===== src/rtl/joystick_poller.sv =====
// Autonomous 1..4 channel PmodJSTK poller: mode-0 SPI master, poll timer and per-channel registered outputs.
// Optional centre dead zone on committed x/y is enabled by defining JOYSTICK_DEADZONE_EN.
module joystick_poller #(
   parameter int NCH         = 2,
   parameter int CLK_DIV     = 25,
   parameter int CS_SETUP    = 750,
   parameter int BYTE_GAP    = 500,
   parameter int POLL_PERIOD = 500000,
   parameter int DEADZONE    = 16
) (
   input  logic                clk50M,
   input  logic                rst,
   input  logic                enable,
   input  logic [2*NCH-1:0]    led,
   output logic [10*NCH-1:0]   x,
   output logic [10*NCH-1:0]   y,
   output logic [3*NCH-1:0]    btn,
   output logic [NCH-1:0]      valid,
   output logic                busy,
   output logic                sck,
   output logic                mosi,
   input  logic                miso,
   output logic [NCH-1:0]      cs
);

`ifdef JOYSTICK_DEADZONE_EN
   localparam bit DZ_ON = 1'b1;
`else
   localparam bit DZ_ON = 1'b0;
`endif

   localparam int TICK_W = $clog2(POLL_PERIOD);
   localparam int HALF_W = $clog2(CLK_DIV);
   localparam int CNT_MAX = (CS_SETUP > BYTE_GAP) ? CS_SETUP : BYTE_GAP;
   localparam int CNT_W = $clog2(CNT_MAX + 1);

   typedef enum logic [2:0] {
      IDLE,
      SETUP,
      SHIFT,
      GAP,
      FINISH,
      INTERCH
   } state_t;

   state_t              r_state;
   logic [TICK_W-1:0]   r_tickCnt;
   logic [CNT_W-1:0]    r_cnt;
   logic [HALF_W-1:0]   r_halfCnt;
   logic [3:0]          r_halfIdx;
   logic [2:0]          r_byteIdx;
   logic [1:0]          r_ch;
   logic [6:0]          r_tx;
   logic [7:0]          r_rx;
   logic [7:0]          r_b0;
   logic [1:0]          r_b1;
   logic [7:0]          r_b2;
   logic [1:0]          r_b3;
   logic [2:0]          r_b4;

   logic                w_tick;
   logic                w_start;
   logic                w_lastCh;
   logic                w_enterSetup;
   logic [1:0]          w_enterCh;
   logic [1:0]          w_ledSel;
   logic [NCH-1:0]      w_csNext;
   logic [7:0]          w_byte0;
   logic [9:0]          w_xNew;
   logic [9:0]          w_yNew;

   // Values within DEADZONE of centre snap to 512; the signed 11-bit distance covers the full 0..1023 range.
   function automatic logic [9:0] applyDeadzone(input logic [9:0] v);
      logic signed [10:0] diff;
      logic signed [10:0] mag;
      diff = $signed({1'b0, v}) - 11'sd512;
      mag  = (diff < 0) ? -diff : diff;
      if (DZ_ON && (mag <= $signed(11'(DEADZONE))))
         return 10'd512;
      else
         return v;
   endfunction

   assign w_tick   = (r_tickCnt == TICK_W'(POLL_PERIOD - 1));
   assign w_start  = w_tick & enable;
   assign w_lastCh = (r_ch == 2'(NCH - 1));

   assign w_enterSetup = ((r_state == IDLE) && w_start) ||
                         ((r_state == FINISH) && w_lastCh && w_start) ||
                         ((r_state == FINISH) && !w_lastCh && (BYTE_GAP == 1)) ||
                         ((r_state == INTERCH) && (r_cnt == '0));

   assign w_enterCh = ((r_state == INTERCH) || ((r_state == FINISH) && !w_lastCh)) ?
                      (r_ch + 2'd1) : 2'd0;

   always_comb begin
      w_ledSel = 2'b00;
      w_csNext = '1;
      for (int i = 0; i < NCH; i++) begin
         if (2'(i) == w_enterCh) begin
            w_ledSel    = led[2*i +: 2];
            w_csNext[i] = 1'b0;
         end
      end
   end

   assign w_byte0 = {6'b100000, w_ledSel};
   assign w_xNew  = applyDeadzone({r_b1, r_b0});
   assign w_yNew  = applyDeadzone({r_b3, r_b2});

   always_ff @(posedge clk50M) begin
      if (rst || w_tick)
         r_tickCnt <= '0;
      else
         r_tickCnt <= r_tickCnt + 1'b1;
   end

   // The trailing sck-low cycle after byte 4 reuses GAP with a length of one, so FINISH lands one cycle after the last fall.
   always_ff @(posedge clk50M) begin
      if (rst) begin
         r_state   <= IDLE;
         r_cnt     <= '0;
         r_halfCnt <= '0;
         r_halfIdx <= '0;
         r_byteIdx <= '0;
         r_ch      <= '0;
         r_tx      <= '0;
         r_rx      <= '0;
         r_b0      <= '0;
         r_b1      <= '0;
         r_b2      <= '0;
         r_b3      <= '0;
         r_b4      <= '0;
         cs        <= '1;
         sck       <= 1'b0;
         mosi      <= 1'b0;
         busy      <= 1'b0;
         valid     <= '0;
         btn       <= '0;
         for (int i = 0; i < NCH; i++) begin
            x[10*i +: 10] <= 10'd512;
            y[10*i +: 10] <= 10'd512;
         end
      end else begin
         valid <= '0;
         case (r_state)
            IDLE: begin
               r_state <= IDLE;
            end
            SETUP: begin
               if (r_cnt == '0) begin
                  r_state   <= SHIFT;
                  r_halfCnt <= '0;
                  r_halfIdx <= '0;
               end else begin
                  r_cnt <= r_cnt - 1'b1;
               end
            end
            SHIFT: begin
               if (r_halfCnt == HALF_W'(CLK_DIV - 1)) begin
                  r_halfCnt <= '0;
                  r_halfIdx <= r_halfIdx + 1'b1;
                  sck       <= ~sck;
                  if (!sck) begin
                     r_rx <= {r_rx[6:0], miso};
                  end else begin
                     mosi <= r_tx[6];
                     r_tx <= {r_tx[5:0], 1'b0};
                  end
                  if (r_halfIdx == 4'd15) begin
                     case (r_byteIdx)
                        3'd0:    r_b0 <= r_rx;
                        3'd1:    r_b1 <= r_rx[1:0];
                        3'd2:    r_b2 <= r_rx;
                        3'd3:    r_b3 <= r_rx[1:0];
                        default: r_b4 <= r_rx[2:0];
                     endcase
                     r_state   <= GAP;
                     r_cnt     <= (r_byteIdx == 3'd4) ? '0 : CNT_W'(BYTE_GAP - 1);
                     r_byteIdx <= r_byteIdx + 1'b1;
                  end
               end else begin
                  r_halfCnt <= r_halfCnt + 1'b1;
               end
            end
            GAP: begin
               if (r_cnt != '0) begin
                  r_cnt <= r_cnt - 1'b1;
               end else if (r_byteIdx == 3'd5) begin
                  r_state <= FINISH;
                  cs      <= '1;
                  if (w_lastCh)
                     busy <= 1'b0;
                  for (int i = 0; i < NCH; i++) begin
                     if (2'(i) == r_ch) begin
                        valid[i]      <= 1'b1;
                        x[10*i +: 10] <= w_xNew;
                        y[10*i +: 10] <= w_yNew;
                        btn[3*i +: 3] <= r_b4;
                     end
                  end
               end else begin
                  r_state   <= SHIFT;
                  r_halfCnt <= '0;
                  r_halfIdx <= '0;
               end
            end
            FINISH: begin
               if (w_lastCh) begin
                  r_state <= IDLE;
               end else if (BYTE_GAP > 1) begin
                  r_state <= INTERCH;
                  r_cnt   <= CNT_W'(BYTE_GAP - 2);
               end
            end
            INTERCH: begin
               r_cnt <= r_cnt - 1'b1;
            end
            default: begin
               r_state <= IDLE;
            end
         endcase

         // Every path into SETUP (new scan or next channel) shares this entry: led is sampled here.
         if (w_enterSetup) begin
            r_state   <= SETUP;
            r_ch      <= w_enterCh;
            r_cnt     <= CNT_W'(CS_SETUP - 1);
            r_byteIdx <= '0;
            r_tx      <= w_byte0[6:0];
            mosi      <= w_byte0[7];
            sck       <= 1'b0;
            cs        <= w_csNext;
            busy      <= 1'b1;
         end
      end
   end

endmodule


===== config.mk =====
export PLATFORM = sky130hd
export DESIGN_NAME = joystick_poller
export DESIGN_NICKNAME = d
export VERILOG_FILES = /design/src/rtl/joystick_poller.sv
export SDC_FILE = /design/constraint.sdc
export NUM_CORES = 1
export LEC_CHECK = 0
export BUFFER_PORTS_ARGS = -buffer_cell sky130_fd_sc_hd__buf_4
export CELL_PAD_IN_SITES_DETAIL_PLACEMENT = 0
export CELL_PAD_IN_SITES_GLOBAL_PLACEMENT = 2
export CORE_UTILIZATION = 35
export CTS_CLUSTER_DIAMETER = 200
export CTS_CLUSTER_SIZE = 30
export DETAILED_ROUTE_END_ITERATION = 7
export GPL_TIMING_DRIVEN = 0
export PLACE_DENSITY = 0.87
export SLEW_MARGIN = 15
export SYNTH_ARGS = -nofsm -noshare
export SYNTH_HDL_FRONTEND = slang
export SYNTH_SLANG_ARGS = --single-unit

===== constraint.sdc =====
create_clock -name clk50M -period 2.77 [get_ports clk50M]
set_input_delay 0.831 -clock clk50M [delete_from_list [all_inputs] [get_ports clk50M]]
set_output_delay 0.831 -clock clk50M [all_outputs]
set_load 0.01 [all_outputs]

Yosys cells after proc, flatten, opt, wreduce, memory -nomap -nowiden

Cells that the tools add are included.

Bitwise gates (word level): 7
Eq/ne operators: 33
Reduce and logical (&&, ||, !) cells: 48
$add $sub $neg: 6
Muxes and demuxes: 50

Operator list:

| operator                | number |
|---|---|
| $mux W10                | 6 |
| $pmux W10 S5            | 1 |
| $reduce_and A4 Y1       | 9 |
| $mux W2                 | 11 |
| $ne A3 B3 Y1 const B    | 7 |
| $mux W5                 | 4 |
| $ne A2 B2 Y1 const B    | 10 |
| $add A19 B1 Y19 const B | 1 |
| $eq A19 B19 Y1 const B  | 1 |
| $mux W3                 | 6 |
| $mux W4                 | 4 |
| $pmux W3 S5             | 1 |
| $pmux W5 S3             | 1 |
| $reduce_and A3 Y1       | 5 |
| $reduce_and A5 Y1       | 3 |
| $mux W1                 | 14 |
| $eq A3 B2 Y1 const B    | 4 |
| $eq A3 B3 Y1 const B    | 4 |
| $pmux W4 S3             | 1 |
| $reduce_and A6 Y1       | 2 |
| $reduce_bool A2 Y1      | 6 |
| $logic_not A10 Y1       | 1 |
| $reduce_bool A10 Y1     | 1 |
| $sub A10 B1 Y10 const B | 1 |
| 23 further kinds        | 40 |

Logic and storage cells: 172
Output and inout bits: 53
Register bits after elaboration: 137
Input port bits: 8

Depth between registers and ports, before layout

Gate-level depths: netlist of the first run.

Depth in word-level cells: 9
Depth in mapped cells: 10
Gate-level depth less buffers: 7

Least setup slack after synthesis of the first run

No wires, ideal clock.

Path kind: input -> register
Start point: input enable
End point: register r_ch[1]
Data required time: 2703 ps
Arrival: 2146 ps
Cell stages on the path: 5
Buffers on the path: 0
Setup time: 67 ps
Slack: 557 ps
Cells stage by stage: or3b_4 -> nor4b_4 -> a32oi_2 -> or3b_1 -> a21oi_2

Longest elaborated chain between the ends: 4
Elaborated cells on any way between the ends: 5
Those cells by class: bitwise (1); reduce/logical (4)

Ends and longest elaborated chain:

| item                                   | RTL line | RTL |
|---|---|---|
| from (decl)                            | 13       | `input logic enable,` |
| $and A1 B1 Y1 *                        | 85       | `assign w_start = w_tick & enable;` |
| $logic_and A1 B1 Y1 (on tied branches) | 88, 89   |  |
| $logic_or A1 B1 Y1 *                   | 88       | `assign w_enterSetup = ((r_state == IDLE) && w_start) \|\|` |
| $logic_or A1 B1 Y1 *                   | 90       | `((r_state == FINISH) && !w_lastCh && (BYTE_GAP == 1)) \|\|` |
| to (signal assigned)                   | 227      | `r_ch <= w_enterCh;` |
| to (decl)                              | 52       | `logic [1:0] r_ch;` |

Mark *: on every way between the ends. The rest lies on a longest branch, timed or not.
A chain may end at the register's enable or synchronous reset.

Worst setup path in the final report of the first run

Start point: register r_cnt[0]
End point: register x[17]

Longest elaborated chain between the ends: 3

Ends and longest elaborated chain:

| item                               | RTL line | RTL |
|---|---|---|
| from (decl)                        | 48       | `logic [CNT_W-1:0] r_cnt;` |
| from (signal assigned)             | 156      | `r_cnt <= r_cnt - 1'b1;` |
| from (signal assigned)             | 179      | `r_cnt <= (r_byteIdx == 3'd4) ? '0 : CNT_W'(BYTE_GAP - 1);` |
| from (signal assigned)             | 188      | `r_cnt <= r_cnt - 1'b1;` |
| $reduce_bool A10 Y1                | 187      | `if (r_cnt != '0) begin` |
| $not A1 Y1 (no source line)        | --       |  |
| $reduce_and A4 Y1 (no source line) | --       |  |
| to (signal, indexed assignment)    | 197      | `x[10*i +: 10] <= w_xNew;` |
| to (decl)                          | 15       | `output logic [10*NCH-1:0] x,` |

No other way between the ends.

==> run metrics, run 1 <==
outcome=finished, final reports clean; post-route ant nets=0; Seq/Total Area, Yosys=46.4%; share of layout cells above drive strength 1=16.7%; Highest Clock Rate=429 MHz; P per Cell Area=590 nW/um^2; Worst Max-Slew Pin Slew=753 ps; max-slew violations=0; first-pass iteration count of the detailed router=4; final wirelength=15400 um; power share of the combinational group=1.6%; Final Total Pwr=4.25 mW; CTS Sinks=137; Reg2Reg Depth=9; Post-Place Cells=981; R2R Setup Slk=440 ps; global route overflow=0; num ports=61; flops & latches, synth=137; net count after synthesis=723; post-CTS sizing=0; DRC viols=0; clock-pin slew on the worst setup and hold paths=60 ps; syn avg cell area=8.43 um^2; Rel. slew slack=49.3%; 1st-iter DRT viols=280; setup_tns=0 ps; vias in the first global route=5082; top-count cell post-synth=nand2_1; Post-synth EDFFs=0; r2r endpoint=x[17]$_SDFFE_PP0P_; worst path arrival time=2670 ps; class of the worst hold path=reg -> reg; Post-synth top cells=nand2_1, dfxtp_1, a21oi_1; CTS Hold Buffers Added=0; Clk Latency, worst-skew pair=420 ps; CTS tree=yes; FP Rows=47; final core occ=43.6%; startpoint types=flip-flop; post-CTS setup buffers=0; hpwl dp=11200 um; H-tree Lvls=4; die width=132 um; Die Y=132 um; Period minus WS final=2330 ps; synthesized area=5920 um^2; maxcap violations=0; skew final=9.58 ps; RD Place Congestion=0.842; top-area cell type share of the netlist area=46.4%; slack of the critical path=436 ps; largest area contributor in the netlist=dfxtp_1; WHS Endpoint=r_tickCnt[0]$_SDFF_PP0_; CP endpoint kind=flip-flop; final cell count without fillers=1011; Final Hold Viols=0; Hold Path Stages=1; initial antenna violation count=0; number of buffers created by CTS=17; pre-CTS WS=-17.5 ps; Synth Warn #=0; crit-path max FO=10; average wire per standard cell=15.2 um; Ant. Diodes=0; Pint=3.35 mW; RSZ-0062 raised after global routing=no; Sw Ratio=21.2%; Most used DFF post-synth=dfxtp_1; slowest stage cell on the critical path=clkbuf_1; DIE AREA=17400 um^2; final setup vio count=0; count of cell types in the netlist=71; total number of vias=5122; sequential power share=46.5%; P_sw=901 uW; LEAKAGE=2.59 nW; clk buf depth=2; Syn-to-layout area delta=21.9%; final hold slack=444 ps; port bufs=59; placed cell area=6630 um^2; Req. time, crit path=3110 ps; largest net degree at the start of global routing=17; hold_sp=r_tickCnt[0]$_SDFF_PP0_; Tcrit/Tclk final=84.2%; Mapped Cells=702; fin area=7210 um^2; share of synthesized registers carrying an async set or reset=0%; initial core utilization=35.8%; synth top area cells=dfxtp_1, nand2_1, a21oi_1, nand3_1, nor2_1; clock network fraction of total power=51.9%; Root Buffer=clkbuf_16; worst-path cell chain=inv_1 -> ha_1 -> nor2b_1 -> and3_1 -> buf_2 -> nand3_1 -> clkbuf_1 -> nand2_1 -> a21oi_1; Slowest Stage Delay on Critical Path=500 ps; worst r2r src=r_cnt[0]$_SDFFE_PP0P_; GR Util All Layers=18.2%; CP Class=reg -> reg; Post-layout nets=801; Core Box Area=16500 um^2; Vias/cell=5.07; first-pass GRT wire length=25100 um; worst vdd ir=0.407 mV
-- cells in the final DEF, fill, tap and decap left out, types with 5 or more instances in the layout --
cell       count
nand2_1      145
dfxtp_1      137
a21oi_1       89
buf_4         59
nor2_1        52
nand3_1       43
nor3_1        19
inv_1         18
clkbuf_1      17
clkbuf_16     17
buf_2         14
mux2i_1       13
ha_1          13
o21ai_0       12
xnor2_1       12
nor2b_1        8
or3_1          7
xor2_1         7
and3_1         5
o22ai_1        5
-- sequential cells by signal, summed over array words and instances (netlist names), 2 cells and up --
| signal | count |
|---|---|
| btn | 6 |
| cs | 2 |
| r_b0 | 8 |
| r_b1 | 2 |
| r_b2 | 8 |
| r_b3 | 2 |
| r_b4 | 3 |
| r_byteIdx | 3 |
| r_ch | 2 |
| r_cnt | 10 |
| r_halfCnt | 5 |
| r_halfIdx | 4 |
| r_rx | 8 |
| r_state | 3 |
| r_tickCnt | 19 |
| r_tx | 7 |
| valid | 2 |
| x | 20 |
| y | 20 |
-- metal layers --
layer | track usage [%] | wire length, um | vias up
li1 | - | - | 2593
met4 | 6.78 | 217 | 0
met2 | 32.0 | 7640 | 80
met1 | 21.7 | 7070 | 2434
met5 | 0 | 0 | -
met3 | 3.65 | 442 | 15
-- kinds of logic after synthesis --
group | Yosys count | share of synthesized area, %
flops | 137 | 46.4
buf+inv | 54 | 4.10
fa+ha+maj | 13 | 2.75
compound gates | 141 | 14.6
mux | 13 | 2.20
simple gates | 325 | 27.2
xor+xnor | 19 | 2.81
-- layout make-up --
| type | instances | area (um^2) |
|---|---|---|
| sequential | 137 | 2740 |
| timing repair buffer | 59 | 443 |
| fill | 1616 | 9310 |
| clock inverter | 11 | 125 |
| clock buffer | 19 | 453 |
| multi-input combinational | 511 | 2930 |
| buffer | 35 | 171 |
| inverter | 19 | 71.3 |
| tap | 220 | 275 |
-- how the worst max path moves through the flow --
stage | cells past startpoint | start | slack [ps] | endpoint
after global routing | 9 | r_cnt[0]$_SDFFE_PP0P_ | 270 | x[18]$_SDFFE_PP0P_
after global placement | 5 | rst | 6 | sck$_SDFFE_PP0P_
after detailed placement | 5 | rst | -20 | r_tx[3]$_SDFFE_PP0P_
final | 9 | r_cnt[0]$_SDFFE_PP0P_ | 440 | x[17]$_SDFFE_PP0P_
after floorplan | 5 | enable | 560 | r_ch[1]$_SDFFE_PP0P_
after CTS | 9 | r_cnt[0]$_SDFFE_PP0P_ | 400 | x[17]$_SDFFE_PP0P_
-- worst max-delay path, delay by kind of cell, from the launching register on --
kind / cells / cell delay (ps)
buffers and inverters: 3 / 750
AND/OR/NAND/NOR: 4 / 720
flip-flops: 1 / 400
adder cells (fa/ha/maj): 1 / 200
AO/OA/AOI/OAI: 1 / 170
-- power by group through the flow --
stage | Combinational (mW) | Sequential, mW | Clock [mW]
floorplan | 0.0378 | 2.02 | 0
global placement | 0.0671 | 2.02 | 0
detailed placement | 0.0681 | 2.02 | 0
CTS | 0.0681 | 1.98 | 2.25
global route | 0.0729 | 1.98 | 2.35
finish | 0.0670 | 1.98 | 2.21
(Power assumes the default switching activity.)
==> inputs of run 2 (changes only) <==
- clock period: 2.77 -> 2.2 ns (I/O delays scaled with it)
==> run 2 against run 1 <==
First-iteration DRC count is 5.7% lower. Cell area increased by 1.7%. Core utilization increased by 0.74 points. Non-clock buffer count rose by 7. Critical endpoint is now r_cnt[9]$_SDFFE_PP0P_. Die area did not move. Clock skew about the same. Sequential power is 26% higher. Critical path depth unchanged. Total power increased by 26%. Flip-flop and latch count unchanged.
==> run metrics, run 2 (synthesis gave the netlist of run 1 again) <==
outcome=finished, final reports clean; CP Class=reg -> reg; Syn-to-layout area delta=24.0%; most frequent cells in the layout=nand2_1, dfxtp_1, a21oi_1; Worst Max-Slew Pin Slew=747 ps (-6.52 ps); # fillers=1614 (-0.12%); DRC viols=0 (unchanged); Ant. Diodes=0 (unchanged); CP Launch Point=r_cnt[1]$_SDFFE_PP0P_; crit-path max FO=8 (-2); Stages on worst setup path=9 (unchanged); R2R Setup Slk=130 ps (-310 ps); worst r2r src=r_cnt[1]$_SDFFE_PP0P_; GR Util All Layers=18.4% (+0.19 points); port bufs=59 (unchanged); LEAKAGE=2.64 nW (+2.1%); final wirelength=15500 um (+1.2%); Vias/cell=5.08 (+0.22%); post-route ant nets=0 (unchanged); number of buffers created by CTS=17 (unchanged); Slowest Stage Delay on Critical Path=390 ps (-110 ps); CTS tree=yes; CP endpoint kind=flip-flop; Tcrit/Tclk final=94.1% (+9.8 points); Final Total Pwr=5.35 mW (+26%); H-tree Lvls=4 (unchanged); num ports=61 (unchanged); Die Y=132 um (unchanged); share of layout cells above drive strength 1=18.7% (+2.0 points); Hold Path Stages=1 (unchanged); FP Rows=47 (unchanged); CP top delay family=compound AO/OA/AOI/OAI gates; initial antenna violation count=0 (unchanged); area of the multi-input gates=2990 um^2 (+1.9%); largest net degree at the start of global routing=17 (unchanged); CP bufs+invs=3 (unchanged); final setup vio count=0 (unchanged); Final Hold Viols=0 (unchanged); Rel. slew slack=50.2% (+0.90 points); worst-path cell chain=inv_1 -> ha_1 -> nor2b_4 -> and3_1 -> buf_2 -> a32oi_4 -> buf_6 -> o31ai_1 -> a32o_1; initial core utilization=35.8% (unchanged); worst path arrival time=2380 ps (-290 ps); global route overflow=0 (unchanged); Req. time, crit path=2510 ps (-600 ps); r2r endpoint=r_cnt[9]$_SDFFE_PP0P_; die width=132 um (unchanged); maxcap violations=0 (unchanged); CTS Sinks=137 (unchanged); 1st-iter DRT viols=264 (-5.7%); Reg2Reg Depth=9 (unchanged); CP Capture Point=r_cnt[9]$_SDFFE_PP0P_; skew final=9.93 ps (+0.356 ps); startpoint types=flip-flop; clock-pin slew on the worst setup and hold paths=60 ps (about the same); average wire per standard cell=15.3 um (+0.46%); clk buf depth=2 (unchanged); slowest stage cell on the critical path=dfxtp_1; Highest Clock Rate=483 MHz (+13%); Register Area=2740 um^2 (about the same); Root Buffer=clkbuf_16; Period minus WS final=2070 ps (-264 ps); hpwl dp=11200 um (unchanged); Post-layout nets=808 (+0.87%); RD Place Congestion=0.842 (unchanged); class of the worst hold path=reg -> reg; Core Box Area=16500 um^2 (unchanged); Regs by FF count=x x20, y x20, r_tickCnt x19; RSZ-0062 raised after global routing=no; worst vdd ir=0.511 mV (+26%); P per Cell Area=729 nW/um^2 (+24%); Clk Latency, worst-skew pair=420 ps (about the same); first-pass GRT wire length=25400 um (+0.99%); total number of vias=5169 (+0.92%); first-pass iteration count of the detailed router=5 (+1); vias in the first global route=5127 (+0.89%); DIE AREA=17400 um^2 (unchanged); max-slew violations=0 (unchanged); commonest non-fill, non-tap cell in the layout=nand2_1; final hold slack=445 ps (+0.315 ps)
run 2: cell count changes in the layout (fill, tap and decap cells not counted), sizes merged:
cell	previous run	this run
clkbuf	36	35
buf	77	85
run 2: what timing repair did:
item                                    CTS  global route
pin swaps                                 0             4
resized for setup                         9            10
endpoints found under the setup margin   52            71
buffers inserted                          3             4
hold buffers                              0             0
run 2: power by group:
| group | internal (mW) | switching (mW) | total (mW) |
|---|---|---|---|
| clock | 1.71 | 1.06 | 2.77 |
| combinational | 0.0210 | 0.0636 | 0.0846 |
| sequential | 2.49 | 0.00352 | 2.49 |
| total | 4.22 | 1.13 | 5.35 |
run 2: layer usage:
layer / part of all wire, % / wire, um / vias up / GRT usage (%)
met5: 0 / 0 / - / 0
met4: 1.3 / 208 / 0 / 6.78
met3: 3.3 / 514 / 15 / 3.65
met2: 50 / 7820 / 89 / 32.5
met1: 45 / 7000 / 2450 / 21.8
li1: - / - / 2615 / -
run 2: how the worst min path moves through the flow:
stage,from,to
after floorplan,r_tickCnt[0]$_SDFF_PP0_,r_tickCnt[0]$_SDFF_PP0_
after CTS,r_tickCnt[0]$_SDFF_PP0_,r_tickCnt[0]$_SDFF_PP0_
after detailed placement,r_tickCnt[0]$_SDFF_PP0_,r_tickCnt[0]$_SDFF_PP0_
final,r_tickCnt[0]$_SDFF_PP0_,r_tickCnt[0]$_SDFF_PP0_
after global routing,y[14]$_SDFFE_PP0P_,y[14]$_SDFFE_PP0P_
after global placement,r_tickCnt[0]$_SDFF_PP0_,r_tickCnt[0]$_SDFF_PP0_
run 2: area by class of cell:
cell class	instances	area share (%)
Sequential cell	137	37.4
Timing Repair Buffer	66	6.76
Clock buffer	19	6.18
Tap cell	220	3.75
Inverter	19	0.972
Clock inverter	11	1.71
Multi-Input combinational cell	511	40.7
Buffer	35	2.52
run 2: per-stage QoR:
step / setup slack, ps / area, um^2 / utilization (%) / setup TNS [ps] / std cells
6_report: 130 / 7330 / 44.4 / 0 / 1018
5_1_grt: 0.539 / 7330 / 44.4 / 0 / 1018
4_1_cts: 5.18 / 7260 / 43.9 / 0 / 1014
3_5_place_dp: -416 / 6630 / 40.1 / -15080 / 981
3_3_place_gp: -393 / 6630 / 40.1 / -12500 / 981
2_1_floorplan: 158 / 5920 / - / 0 / 702
